<file path="src/rtl/voice_mixer_pkg.sv">
// Shared audio-path constants and oscillator types used by the wavegen,
// voice mixer and filter stages.
package voice_mixer_pkg;

    localparam int MIX_NUM_VOICES   = 16;
    localparam int MIX_WIDTH        = 24;
    localparam int MASTER_VOL_W     = 8;
    localparam int MASTER_VOL_UNITY = 128;
    // Q1.7 gain: unity is 2^VOL_SHIFT
    localparam int MIX_VOL_SHIFT    = $clog2(MASTER_VOL_UNITY);

    typedef enum logic [1:0] {
        WAVE_SINE,
        WAVE_SAW,
        WAVE_SQUARE,
        WAVE_TRI
    } wave_t;

endpackage

</file>
<file path="src/rtl/saturate.sv">
// Signed saturation from IN_W down to OUT_W bits; sat flags a clamped value.
module saturate #(
    parameter int IN_W  = 37,
    parameter int OUT_W = 24
) (
    input  logic signed [IN_W-1:0]  din,
    output logic signed [OUT_W-1:0] dout,
    output logic                    sat
);

    logic [IN_W-OUT_W:0] hi_bits;

    // In range exactly when all bits from OUT_W-1 upward are copies of the sign
    always_comb begin
        hi_bits = din[IN_W-1:OUT_W-1];
        dout    = din[OUT_W-1:0];
        sat     = 1'b0;
        if (!((&hi_bits) || !(|hi_bits))) begin
            sat  = 1'b1;
            dout = din[IN_W-1] ? {1'b1, {(OUT_W-1){1'b0}}} : {1'b0, {(OUT_W-1){1'b1}}};
        end
    end

endmodule

</file>
<file path="src/rtl/voice_mixer.sv">
// Sums the enabled oscillator voices serially, applies master volume, saturates,
// and hands the sample downstream.
// Handshake: out_valid/out_ready transfer on a rising edge with both high; out is held while out_valid waits.
module voice_mixer
    import voice_mixer_pkg::*;
#(
    parameter int NUM_VOICES = MIX_NUM_VOICES,
    parameter int WIDTH      = MIX_WIDTH,
    parameter int VOL_SHIFT  = MIX_VOL_SHIFT
) (
    input  logic                                clk,
    input  logic                                rst,
    input  logic                                sample_tick,
    input  logic signed [NUM_VOICES-1:0][WIDTH-1:0] voices,
    input  logic [NUM_VOICES-1:0]               voice_enable,
    input  logic [MASTER_VOL_W-1:0]             master_volume,
    output logic signed [WIDTH-1:0]             out,
    output logic                                out_valid,
    input  logic                                out_ready,
    output logic                                clip,
    output logic                                overrun,
    output logic [1:0]                          state_dbg
);

    localparam int ACC_W  = WIDTH + $clog2(NUM_VOICES);
    localparam int IDX_W  = (NUM_VOICES > 1) ? $clog2(NUM_VOICES) : 1;
    localparam int PROD_W = ACC_W + MASTER_VOL_W + 1;
    localparam logic [IDX_W-1:0] LAST_IDX = IDX_W'(NUM_VOICES - 1);

    typedef enum logic [1:0] {IDLE, ACCUM, SCALE, OUTPUT} state_t;

    state_t                         state, state_next;
    logic [NUM_VOICES-1:0][WIDTH-1:0] snap_voices;
    logic [NUM_VOICES-1:0]          snap_en;
    logic [MASTER_VOL_W-1:0]        snap_vol;
    logic signed [ACC_W-1:0]        acc;
    logic signed [ACC_W-1:0]        addend;
    logic [IDX_W-1:0]               idx;
    logic signed [PROD_W-1:0]       product;
    logic signed [PROD_W-1:0]       scaled;
    logic signed [WIDTH-1:0]        sat_out;
    logic                           sat_flag;

    always_ff @(posedge clk) begin
        if (rst) state <= IDLE;
        else     state <= state_next;
    end

    always_comb begin
        state_next = state;
        unique case (state)
            IDLE:    if (sample_tick)     state_next = ACCUM;
            ACCUM:   if (idx == LAST_IDX) state_next = SCALE;
            SCALE:                        state_next = OUTPUT;
            OUTPUT:  if (out_ready)       state_next = IDLE;
            default:                      state_next = IDLE;
        endcase
    end

    always_comb begin
        addend = '0;
        if (snap_en[idx]) addend = ACC_W'($signed(snap_voices[idx]));
        // volume is unsigned, so it gets a zero sign bit before the signed multiply
        product = PROD_W'(acc) * PROD_W'($signed({1'b0, snap_vol}));
        scaled  = product >>> VOL_SHIFT;
    end

    saturate #(
        .IN_W  (PROD_W),
        .OUT_W (WIDTH)
    ) u_saturate (
        .din  (scaled),
        .dout (sat_out),
        .sat  (sat_flag)
    );

    always_ff @(posedge clk) begin
        if (rst) begin
            snap_voices <= '0;
            snap_en     <= '0;
            snap_vol    <= '0;
            acc         <= '0;
            idx         <= '0;
            out         <= '0;
            clip        <= 1'b0;
            overrun     <= 1'b0;
        end else begin
            clip    <= 1'b0;
            // any tick outside IDLE is dropped, including the cycle OUTPUT completes
            overrun <= sample_tick && (state != IDLE);
            unique case (state)
                IDLE: begin
                    if (sample_tick) begin
                        snap_voices <= voices;
                        snap_en     <= voice_enable;
                        snap_vol    <= master_volume;
                        acc         <= '0;
                        idx         <= '0;
                    end
                end
                ACCUM: begin
                    acc <= acc + addend;
                    idx <= idx + 1'b1;
                end
                SCALE: begin
                    out  <= sat_out;
                    clip <= sat_flag;
                end
                default: ;
            endcase
        end
    end

    assign out_valid = (state == OUTPUT);
    assign state_dbg = state;

endmodule

</file>
<file path="config.mk">
export PLATFORM = sky130hd
export DESIGN_NAME = voice_mixer
export DESIGN_NICKNAME = d
export VERILOG_FILES = /design/src/rtl/voice_mixer_pkg.sv /design/src/rtl/saturate.sv /design/src/rtl/voice_mixer.sv
export SDC_FILE = /design/constraint.sdc
export NUM_CORES = 2
export LEC_CHECK = 0
export ABC_CLOCK_PERIOD_IN_PS = 14300
export BUFFER_PORTS_ARGS = -buffer_cell sky130_fd_sc_hd__buf_2
export CAP_MARGIN = 20
export CORE_AREA = 2 2 256 258
export CTS_CLUSTER_DIAMETER = 30
export DETAILED_ROUTE_END_ITERATION = 10
export DIE_AREA = 0 0 258 260
export HOLD_SLACK_MARGIN = 0.05
export PLACE_DENSITY = 0.65
export REMOVE_ABC_BUFFERS = 1
export SETUP_SLACK_MARGIN = 0.5
export SLEW_MARGIN = 15
export SYNTH_ARGS = -nofsm -noshare
export SYNTH_HDL_FRONTEND = slang
export SYNTH_SLANG_ARGS = --single-unit
</file>
<file path="constraint.sdc">
create_clock -name clk -period 14.3 [get_ports clk]
set_input_delay 2.86 -clock clk [delete_from_list [all_inputs] [get_ports clk]]
set_output_delay 2.86 -clock clk [all_outputs]
set_load 0.05 [all_outputs]
</file>
==> impl_results.md <==
- # DRC: 0
- Flop2flop setup slack: roughly 7600 ps
- Period utilization: 47.1%
- FF-to-FF End: out[16]
- Max cap viols: 0
- Initial Util: between 40% and 50%
- Chip Width: around 260 microns
- First-pass GRT wire length: ~130000 microns
- Min Hold Slack: 447 ps
- Dpl hpwl: roughly 58000 microns
- Port bufs: 440
- P&R area growth vs syn: 20.9%
- Outcome: complete, no violations
- RSZ-0062 raised after global routing: false
- Crit path kind: reg -> reg
- FF-to-FF path depth: 19
- Min-Delay Endpoint: snap_voices[246]
- Measured slew at the worst slew-check pin: between 1000 and 1500 ps
- LEAKAGE: 15.3 nW
- Vias in the first global route: approximately 25000
- Final RePlAce weighted congestion: approximately 0.86
- CP max FO: 29
- Seq pwr share: 31.9%
- Routed vias/inst: between 5 and 6
- Post-synthesis sequential area ratio: between 30 and 40%
- Fin cells: between 4000 and 5000
- Routed WL: 81300 microns
- Hold_buf cts: 0
- Worst endpoint data arrival time: 7230 ps
- Top cell type's share of synthesized area: between 30% and 40%
- CTS H-tree depth: 3
- Logic pwr share: roughly a quarter
- Crit-path cells: nand2_1 > fa_1 > inv_1 > fa_1 > fa_1 > inv_1 > fa_1 > inv_1 > ha_1 > nand2_1 > o21ai_0 > o21ai_0 > nand2_1 > o21ai_2 > nor3b_1 > buf_4 > o211a_1 > or3_1 > a211oi_1
- CTS root buf: clkbuf_16
- Cells after DPL: around 4400
- Overall power: roughly 5.4 mW
- Max Freq: between 100 and 150 MHz
- Post-synthesis cell count: between 3000 and 4000
- Min-Delay Path Depth: 2
- CTS tree: yes
- Wire per inst: 17.5 microns
- Required time worst endpoint: 14800 ps
- Mean Syn Cell Area: 8.54 sq um
- RR Startpoint: snap_vol[3]
- Switching share of power: approximately a third
- Min Tclk post-route: approximately 6700 ps
- Distinct cells, synth: 84
- Initial antenna violation count: 46
- Synth warnings: 0
- Via count: 24500
- Chip height: around 260 microns
- Clk Latency, worst-skew pair: ~630 ps
- GRT Util Overall: about a quarter
- Die Footprint: between 60000 and 70000 sq um
- Postcts setup bufs: 0
- CP max stage delay: around 1000 ps
- Net Sw Power: about 1.8 mW
- Most used cell, CP: fa_1
- DP Worst Slack: about 7700 ps
- Clk sinks: 468
- Slew Limit Fails: 0
- Post-synth EDFFs: 0
- FFs w/ async S/R, synth: 0%
- GRT Residual Overflow: 0
- Internal power: 3.59 mW
- Setup Skew: between 50 and 60 ps
- Rel. slew slack: 27.6%
- Multi-input logic area: ~17000 sq um
- Setup_tns: 0 ps
- Largest net degree at the start of global routing: 226
- Predominant post-synthesis flop cell: dfxtp_1
- Boundary Pins: between 400 and 500
- FP Rows: 93
- Mapped Area: roughly 29000 sq um
- Resized cells post-CTS: 0
- Final ANT Viol Nets: 0
- Setup violations, final: 0
- Fraction of layout cells with a size suffix above 1: about a fifth
- Clk pwr share: between 40% and 50%
- Storage element area: ~9400 sq um
- Crit. End Element: register
- Fin nets: 4372
- Final worst slack: approximately 7600 ps
- Final hold violations: 0
- Synthesis-stage register bit count: roughly 470
- Slowest CP cell: dfxtp_1
- Reg clk slew, reported paths: ~50 ps
- First-pass DRT Iterations: 7
- Pwr dens: around 160 nW/um^2
- Post-synth top area cell: dfxtp_1
- Crit path launch type: register
- HP Start: snap_voices[246]
- Longest Clk Path Bufs: 3
- Initial detailed-routing violation count: between 1500 and 2000
- Class of the worst hold path: reg -> reg
- Core area: 64100 sq um
- CTS buffer count: just under 100
- Fill cells: approximately 6000
- Peak VDD IR: around 0.14 mV
- Most area-consuming cells after synthesis: dfxtp_1, nand2_1, fa_1
synth_stat cells (32+ instances only):
cell type,instances
o21ai_0,52
nor2_1,72
fa_1,174
a21oi_1,465
ha_1,102
inv_1,229
nand2_1,986
mux4_2,124
dfxtp_1,468
xnor2_1,32
and2_1,110
clkbuf_1,198
sequential cells by signal, summed over array words and instances (netlist names):
register,count
acc,28
clip,1
idx,4
out,24
overrun,1
snap_en,16
snap_voices,384
snap_vol,8
state_dbg,2
cell type report:
cell class	count	share of cell area [%]
diodes	27	0.195
clock buffers	132	7.90
clock inverters	45	1.80
inverters	229	2.48
multi-input cells	2421	50.4
flip-flops and latches	468	27.1
well taps	855	3.09
repair buffers	466	7.11
how the worst max path moves through the flow:
stage	to	cells after the start	slack, ps	startpoint
final	out[16]	19	7570	snap_vol[3]
after global routing	out[16]	19	7130	snap_vol[3]
after CTS	out[16]	19	7590	snap_vol[3]
after detailed placement	out[16]	19	7650	snap_vol[2]
after global placement	out[4]	18	7710	snap_vol[2]
after floorplan	snap_en[0]	3	4400	sample_tick
per-stage QoR:
stage	util, %	instance area [sq um]
after CTS	53.9	34600
after global routing	54.0	34700
after detailed placement	48.7	31200
after global placement	48.7	31200
final	54.1	34700
after floorplan	-	27700
kinds of logic (layout without fill, tap and decap cells):
kind of cell               after synthesis  count (layout)  share of synthesized area, %
other                                    0              27                             0
adders and majority gates              276             276                          16.6
muxes                                  134             134                          10.1
DFF                                    468             468                          32.7
xor gates and xnor gates                52              52                          1.62
AOI/OAI and AO/OA                      662             662                          13.3
and+or+nand+nor                       1297            1297                          19.3
buffers and inverters                  469             872                          6.44
power groups by stage:
stage	sequential, mW	combinational, mW	clock, mW
CTS	1.73	1.42	2.30
global placement	1.74	1.40	0
detailed placement	1.75	1.41	0
global route	1.76	1.57	2.37
finish	1.73	1.41	2.27
floorplan	1.84	1.06	0
layer usage:
layer	vias up	track usage [%]	part of all wire, %
met5	-	0	0.26
met4	36	9.55	2.7
met3	164	5.62	6.3
met2	620	39.9	49
met1	11800	30.2	42
li1	11800	-	-
critical path: cells and delay by family, from the launching register on:
family / cells / cell delay, ps
buffers and inverters: 4 / 320
flip-flops: 1 / 1030
AND/OR/NAND/NOR: 5 / 1250
AO/OA/AOI/OAI: 5 / 1530
adder cells (fa/ha/maj): 5 / 2440
cells in the final DEF, fill, tap and decap left out, drive strengths merged, types with 27 or more instances in the layout:
| cell type | netlist | final |
|---|---|---|
| buf | 36 | 466 |
| a21oi | 466 | 466 |
| xnor2 | 32 | 32 |
| ha | 102 | 102 |
| diode | 0 | 27 |
| and2 | 110 | 110 |
| inv | 229 | 234 |
| nand2 | 986 | 986 |
| nor2 | 72 | 72 |
| fa | 174 | 174 |
| clkbuf | 201 | 132 |
| o21ai | 56 | 56 |
| dfxtp | 468 | 468 |
| mux4 | 124 | 124 |
No activity file was read; power rests on OpenSTA's default activity.
